File: src/rtl/instr_queue.sv
// Prefetch queue in front of an instruction register stage.
// The memory side pushes words; the control unit consumes the IR with ir_adv.
module instr_queue #(
  parameter int INSTR_W = 16,
  parameter int FIELD_W = 4,
  parameter int DEPTH   = 4
) (
  input  logic                       clk,
  input  logic                       rst_n,
  input  logic                       in_valid,
  input  logic [INSTR_W-1:0]         in_data,
  output logic                       in_ready,
  input  logic                       ir_adv,
  input  logic                       flush,
  output logic                       ir_valid,
  output logic [INSTR_W-1:0]         ir_data,
  output logic [FIELD_W-1:0]         instr_op,
  output logic [FIELD_W-1:0]         instr_a,
  output logic [FIELD_W-1:0]         instr_b,
  output logic [FIELD_W-1:0]         instr_c,
  output logic [$clog2(DEPTH):0]     q_count
);

  localparam int AW = $clog2(DEPTH);
  localparam int CW = AW + 1;

  logic [INSTR_W-1:0] mem [DEPTH];
  logic [AW-1:0]      wr_ptr_reg;
  logic [AW-1:0]      rd_ptr_reg;
  logic [CW-1:0]      count_reg;
  logic               ir_valid_reg;
  logic [INSTR_W-1:0] ir_data_reg;

  logic fire;
  logic take;
  logic pop;
  logic bypass;
  logic push;
  logic q_nonempty;

  assign q_nonempty = (count_reg != '0);
  assign in_ready   = rst_n & ~flush & (count_reg < CW'(DEPTH));
  assign fire       = in_valid & in_ready;
  assign take       = ~ir_valid_reg | ir_adv;
  assign pop        = take & q_nonempty & ~flush;
  // A word arriving while the IR is free and nothing is queued skips the queue.
  assign bypass     = take & ~q_nonempty & fire;
  assign push       = fire & ~bypass;

  always_ff @(posedge clk) begin
    if (push) begin
      mem[wr_ptr_reg] <= in_data;
    end
  end

  always_ff @(posedge clk or negedge rst_n) begin
    if (!rst_n) begin
      wr_ptr_reg   <= '0;
      rd_ptr_reg   <= '0;
      count_reg    <= '0;
      ir_valid_reg <= 1'b0;
      ir_data_reg  <= '0;
    end else if (flush) begin
      // ir_data is deliberately kept; consumers qualify it with ir_valid.
      wr_ptr_reg   <= '0;
      rd_ptr_reg   <= '0;
      count_reg    <= '0;
      ir_valid_reg <= 1'b0;
    end else begin
      if (take) begin
        if (q_nonempty) begin
          ir_data_reg  <= mem[rd_ptr_reg];
          ir_valid_reg <= 1'b1;
        end else if (fire) begin
          ir_data_reg  <= in_data;
          ir_valid_reg <= 1'b1;
        end else begin
          ir_valid_reg <= 1'b0;
        end
      end
      if (push) begin
        wr_ptr_reg <= wr_ptr_reg + AW'(1);
      end
      if (pop) begin
        rd_ptr_reg <= rd_ptr_reg + AW'(1);
      end
      if (push && !pop) begin
        count_reg <= count_reg + CW'(1);
      end else if (pop && !push) begin
        count_reg <= count_reg - CW'(1);
      end
    end
  end

  assign ir_valid = ir_valid_reg;
  assign ir_data  = ir_data_reg;
  assign q_count  = count_reg;
  assign instr_op = ir_data_reg[INSTR_W-1 -: FIELD_W];
  assign instr_a  = ir_data_reg[INSTR_W-FIELD_W-1 -: FIELD_W];
  assign instr_b  = ir_data_reg[2*FIELD_W-1 -: FIELD_W];
  assign instr_c  = ir_data_reg[FIELD_W-1:0];

endmodule

File: config.mk
export PLATFORM = sky130hd
export DESIGN_NAME = instr_queue
export DESIGN_NICKNAME = d
export VERILOG_FILES = /design/src/rtl/instr_queue.sv
export SDC_FILE = /design/constraint.sdc
export NUM_CORES = 1
export LEC_CHECK = 0
export ABC_AREA = 1
export CAP_MARGIN = 10
export CORE_ASPECT_RATIO = 1.1
export CORE_MARGIN = 4
export CORE_UTILIZATION = 50
export DETAILED_ROUTE_END_ITERATION = 10
export GPL_TIMING_DRIVEN = 1
export PLACE_DENSITY = 0.75
export SYNTH_ARGS = -nofsm -noshare
export SYNTH_HDL_FRONTEND = slang
export SYNTH_SLANG_ARGS = --single-unit
File: constraint.sdc
create_clock -name clk -period 2.5 [get_ports clk]
set_input_delay 0.375 -clock clk [delete_from_list [all_inputs] [get_ports clk]]
set_output_delay 0.375 -clock clk [all_outputs]
set_load 0.02 [all_outputs]
======== Yosys cells after proc, flatten, opt, wreduce, memory -nomap -nowiden ========
Memories as Yosys holds them, arrays and structs flattened.
Cells that the tools add are included.
operators by class
  add/subtract/negate cells ............... 4
  order comparisons ....................... 1
  multiplexer cells ....................... 15
  bitwise logic cells ..................... 13
  reduce and logical (&&, ||, !) cells .... 11
operators with widths
  kind                                                number
  two-way mux 16 bit                                  2
  two-way mux 3 bit                                   3
  bitwise AND 1 bit                                   8
  two-way mux 2 bit                                   4
  nonzero test 2 bit                                  4
  two-way mux 1 bit                                   6
  nonzero test 3 bit                                  2
  adder 2 x 1 -> 2 bit (second input constant)        2
  NOT 1 bit                                           4
  adder 3 x 1 -> 3 bit (second input constant)        1
  less-than comparator 3 bit (second input constant)  1
  AND reduction 3 bit                                 1
  subtractor 3 x 1 -> 3 bit (second input constant)   1
  logical AND 1 bit                                   2
  zero test 1 bit                                     2
  OR 1 bit                                            1
word-level totals
  flip-flop bits (word level) ............. 24
  RAM bits ................................ 64
  input bits .............................. 21
  output and inout bits ................... 37
  word-level logic and storage cells ...... 50
  memories kept ........................... 1
memories
  memory  words  bits a word  rd ports  clocked after Yosys merged registers in  wr ports  line  text
  mem     4      16           1         0                                        1         27    logic [INSTR_W-1:0] mem [DEPTH];

======== Logic depth before layout (Yosys ltp) ========
  word-level depth ........................ 12
  depth in mapped cells ................... 13
  mapped depth without buffers ............ 13

======== Worst setup path after synthesis ========
OpenSTA, ideal clock, no wires.
  path kind ............................... reg2reg
  from .................................... register count_reg[2] (netlist: q_count[2])
  to ...................................... memory mem[0][0] (enable)
  setup time .............................. 0.389 ns
  arrival ................................. 1.665 ns
  required time ........................... 2.111 ns
  setup slack ............................. 0.447 ns
  cell stages (with the launch flop) ...... 6
  buffers on the path ..................... 0
  clock period less this slack ............ 2.053 ns
  cells stage by stage .................... dfrtp_1 > nor2_1 > nand3_2 > inv_2 > nand2_2 > nor2_1
on the way
  cells in the longest elaborated chain, start to end .. 8
  elaborated cells between the ends (all ways) .. 11
  classes of those cells .................. order compare: 1; mux: 2; bitwise: 7; reduce/logical: 1
RTL lines
  item                                                              line    text
  start: declaration                                                30      logic [CW-1:0] count_reg;
  start signal: assignment                                          88      count_reg <= count_reg + CW'(1);
  start signal: assignment                                          90      count_reg <= count_reg - CW'(1);
  less-than comparator 3 bit or nonzero test 3 bit (tied branches)  42, 41
  bitwise AND 1 bit or NOT 1 bit (tied branches)                    42, 47
  bitwise AND 1 bit (on tied branches)                              43, 47
  bitwise AND 1 bit                                                 47      assign bypass = take & ~q_nonempty & fire;
  NOT 1 bit                                                         48      assign push = fire & ~bypass;
  bitwise AND 1 bit (*)                                             48
  two-way mux 1 bit (*)                                             51      if (push) begin
  two-way mux 1 bit (not written as such) (*)                       52      mem[wr_ptr_reg] <= in_data;
  end: declaration                                                  27
Every way passes the cells marked *; elsewhere a longest branch is shown, timed or not.

======== Worst setup path after layout ========
  from .................................... input flush
  to ...................................... output in_ready
on the way
  cells in the longest elaborated chain, start to end .. 3
RTL lines
  item                             line  text
  start: declaration               14    input logic flush,
  NOT 1 bit (no line)              --
  bitwise AND 1 bit (2 in series)  42    assign in_ready = rst_n & ~flush & (count_reg < CW'(DEPTH));
  end: declaration                 12    output logic in_ready,
Every way passes these cells.

==> summary.txt <==
Outcome -> complete, no violations
Height of the chip -> 99.9 um
Count of state elements after synthesis -> 88
Count of endpoints failing setup in the final report -> 0
Final max-slew violation count -> 0
Yosys warnings -> 0
Clk Latency, worst-skew pair -> 350 ps
Cell Rows -> 33
Resized cells post-CTS -> 0
Unrepaired setup endpoints after global routing -> false
Reg2Reg Launch Point -> q_count[2]$_DFFE_PN0P_
Post-route insts no fill -> 494
Slowest library cell on the worst path -> clkdlybuf4s50_1
Series of cell instances along the critical path -> clkdlybuf4s50_1 > nor2_1 > nand2_1 > inv_1 > clkdlybuf4s50_1
DR vias/cell -> 5.36
Leakage power of the design -> 1.72 nW
Number of filler instances in the final layout -> 601
DRC marker count from the first detailed-route iteration -> 182
Final-stage net count -> 410
Flip-flop count of the largest register after layout -> 64
Critical path data arrival time -> 1800 ps
Total CTS buffers -> 9
Post-CTS Repair Setup Buffers -> 0
Uppermost metal layer occupied by signal nets -> met4
Setup TNS -> 0 ps
Final hold viol count -> 0
Met3 WL post-DR -> 627 um
Fin Hold WS -> 263 ps
Timing-limited maximum frequency -> 459 MHz
Share of the cycle needed by the critical path after routing -> 87.1%
H-tree lvl count -> 3
Root buf cell -> clkbuf_8
Post-cts hold buffer count -> 0
Reg area -> 0.00252 mm2
Relative area change from synthesis to final layout -> 21.1%
Clock-pin slew on the worst setup and hold paths -> 80 ps
I/O pins -> 58
Fraction of the yosys area taken by sequential cells -> 65.8%
PwrDens -> 1200 mW/mm2
Synthesized instance count -> 333
Max-Slew Margin vs Limit -> 58.4%
Worst slack at placement -> 94.3 ps
Distinct cell type count of the synthesized netlist -> 29
Starting Density -> 51.3%
Post-Syn Area per Cell -> 11.5 um2
Count of max-cap constraint violations -> 0
Overall overflow remaining after global route -> 0
HPWL reported at the end of detailed placement -> 4.96 mm
Type of element capturing the critical path -> output pin
Worst IR drop on VDD -> 0.903 mV
Routed wirelength normalized by instance count -> 16.4 um
Buffer levels on the longest clock path -> 2
CTS sink count -> 88
Worst Path Required -> 2120 ps
Core ar. -> 0.00747 mm2
Maximum number of pins on one net before global-route repair -> 34
Post-Synthesis Net Count -> 359
Crit path top cell by count -> clkdlybuf4s50_1
Final Routed Wirelength -> 8.09 mm
Minimum setup slack among reg-to-reg paths -> 540 ps
Final total power -> 5.58 mW
Endpoint of the worst-slack reg-to-reg timing path -> q_count[1]$_DFFE_PN0P_
Share of layout cells above drive strength 1 -> 14.4%
Critical Path Start Type -> primary input
Routed length on met1 -> 3.35 mm
Clock tree from TritonCTS -> done
Initial antenna violation count -> 0
Routed Antenna Nets -> 0
Combined area of all synthesized cells -> 0.00384 mm2
Setup ws final -> 323 ps
Post-detailed-route DRC marker count -> 0
Total inserted antenna cells -> 0
Cells on worst reg2reg path -> 8
Area occupied by multi-input gates -> 0.00103 mm2
GRT Util Overall -> 18.7%
Worst Skew -> 7.47 ps
Vias in the first global route -> 2650
Shortest period the worst path allows -> 2180 ps
Critical path origin -> flush
IO Port Bufs -> 57
Slew at the pin closest to its max-slew limit -> 624 ps
Wire length of the first global-routing pass -> 13.1 mm
Overall die area -> 0.00914 mm2
DP Cell Count -> 478
Via Count -> 2649
Class of the most critical setup path -> primary input to output pin
Maximum fanout count along the critical path -> 6
Class of the worst hold path -> primary input to async pin
DR pass1 iterations -> 4
X dimension of the die -> 91.5 um
Largest stage delay on the critical path -> 600 ps
Detail Route met2 WL -> 3.93 mm
Final Wtd Congestion -> 0.905
==> where the power goes <==
| group | internal, mW | switching (mW) | leakage, nW |
|---|---|---|---|
| logic | 1.01 | 1.55 | 0.755 |
| registers | 1.79 | 0.185 | 0.860 |
| clock network | 0.564 | 0.484 | 0.104 |
| total | 3.36 | 2.22 | 1.72 |
==> routing by layer <==
layer  vias to the layer above  track usage, %
li1                       1249               -
met1                      1265            23.8
met2                       113            29.9
met3                        22            4.50
met4                         0            9.63
met5                         -               0
==> area by class of cell <==
class	count	area share, %
Inverter	19	1.70
Sequential cell	88	54.3
Tap cell	105	2.83
Clock buffer	11	2.83
Multi-Input combinational cell	197	22.1
Timing Repair Buffer	69	14.5
Clock inverter	5	1.75
==> metrics by stage <==
stage | util, % | area (um2)
after floorplan | - | 3840
after global placement | 59.3 | 4430
after detailed placement | 59.3 | 4430
after CTS | 62.2 | 4650
after global routing | 62.2 | 4650
final | 62.2 | 4650
==> cells by family after synthesis <==
kind of cell    synth area share (%)
simple gates                    11.8
compound gates                  13.0
flops                           65.8
buf+inv                         7.44
fa+ha+maj                       1.83
xor+xnor                       0.228
==> worst max-delay path: cells and delay by family <==
| family | cells | cell delay, ps |
|---|---|---|
| buf+inv | 3 | 1160 |
| simple gates | 2 | 260 |
==> cell usage in the layout (no fill, tap or decap) <==
| cell type | instances |
|---|---|
| dfrtp_1 | 24 |
| or2_2 | 1 |
| inv_2 | 1 |
| nand2_4 | 1 |
| nor2_2 | 11 |
| inv_6 | 1 |
| nand2_1 | 32 |
| ha_1 | 4 |
| xnor2_1 | 1 |
| clkbuf_8 | 9 |
| a21oi_1 | 25 |
| inv_1 | 16 |
| edfxtp_1 | 64 |
| o21ai_0 | 36 |
| clkinv_4 | 1 |
| nor2_1 | 45 |
| inv_4 | 1 |
| bufinv_16 | 2 |
| nand3_2 | 1 |
| a21oi_2 | 10 |
| nand2_2 | 3 |
| buf_4 | 11 |
| clkinv_2 | 1 |
| nand4_1 | 2 |
| buf_12 | 1 |
| clkdlybuf4s50_1 | 57 |
| clkbuf_1 | 2 |
| o22ai_1 | 16 |
| clkinvlp_4 | 1 |
| nand3_1 | 7 |
| fa_1 | 1 |
| o21ai_1 | 1 |
==> cell usage after synthesis, drive strengths merged <==
library cell | instances | share of area [%]
inv | 19 | 2.1
xnor2 | 1 | 0.23
edfxtp | 64 | 50
or2 | 1 | 0.16
clkbuf | 5 | 0.59
dfrtp | 24 | 16
o22ai | 16 | 2.6
buf | 24 | 4.8
fa | 1 | 0.52
nor2 | 56 | 6.2
nand4 | 2 | 0.33
ha | 4 | 1.3
a21oi | 35 | 5.5
nand2 | 36 | 3.9
nand3 | 8 | 1.2
o21ai | 37 | 4.8
==> worst max path at each step <==
stage | endpoint | slack [ps] | cells past startpoint
2_1_floorplan | mem[0][0]$_DFFE_PP_ | 450 | 5
3_3_place_gp | q_count[1]$_DFFE_PN0P_ | 160 | 8
3_5_place_dp | q_count[2]$_DFFE_PN0P_ | 90 | 13
4_1_cts | in_ready | 330 | 5
5_1_grt | in_ready | 260 | 5
6_report | in_ready | 320 | 5
No activity file was read; power rests on OpenSTA's default activity.
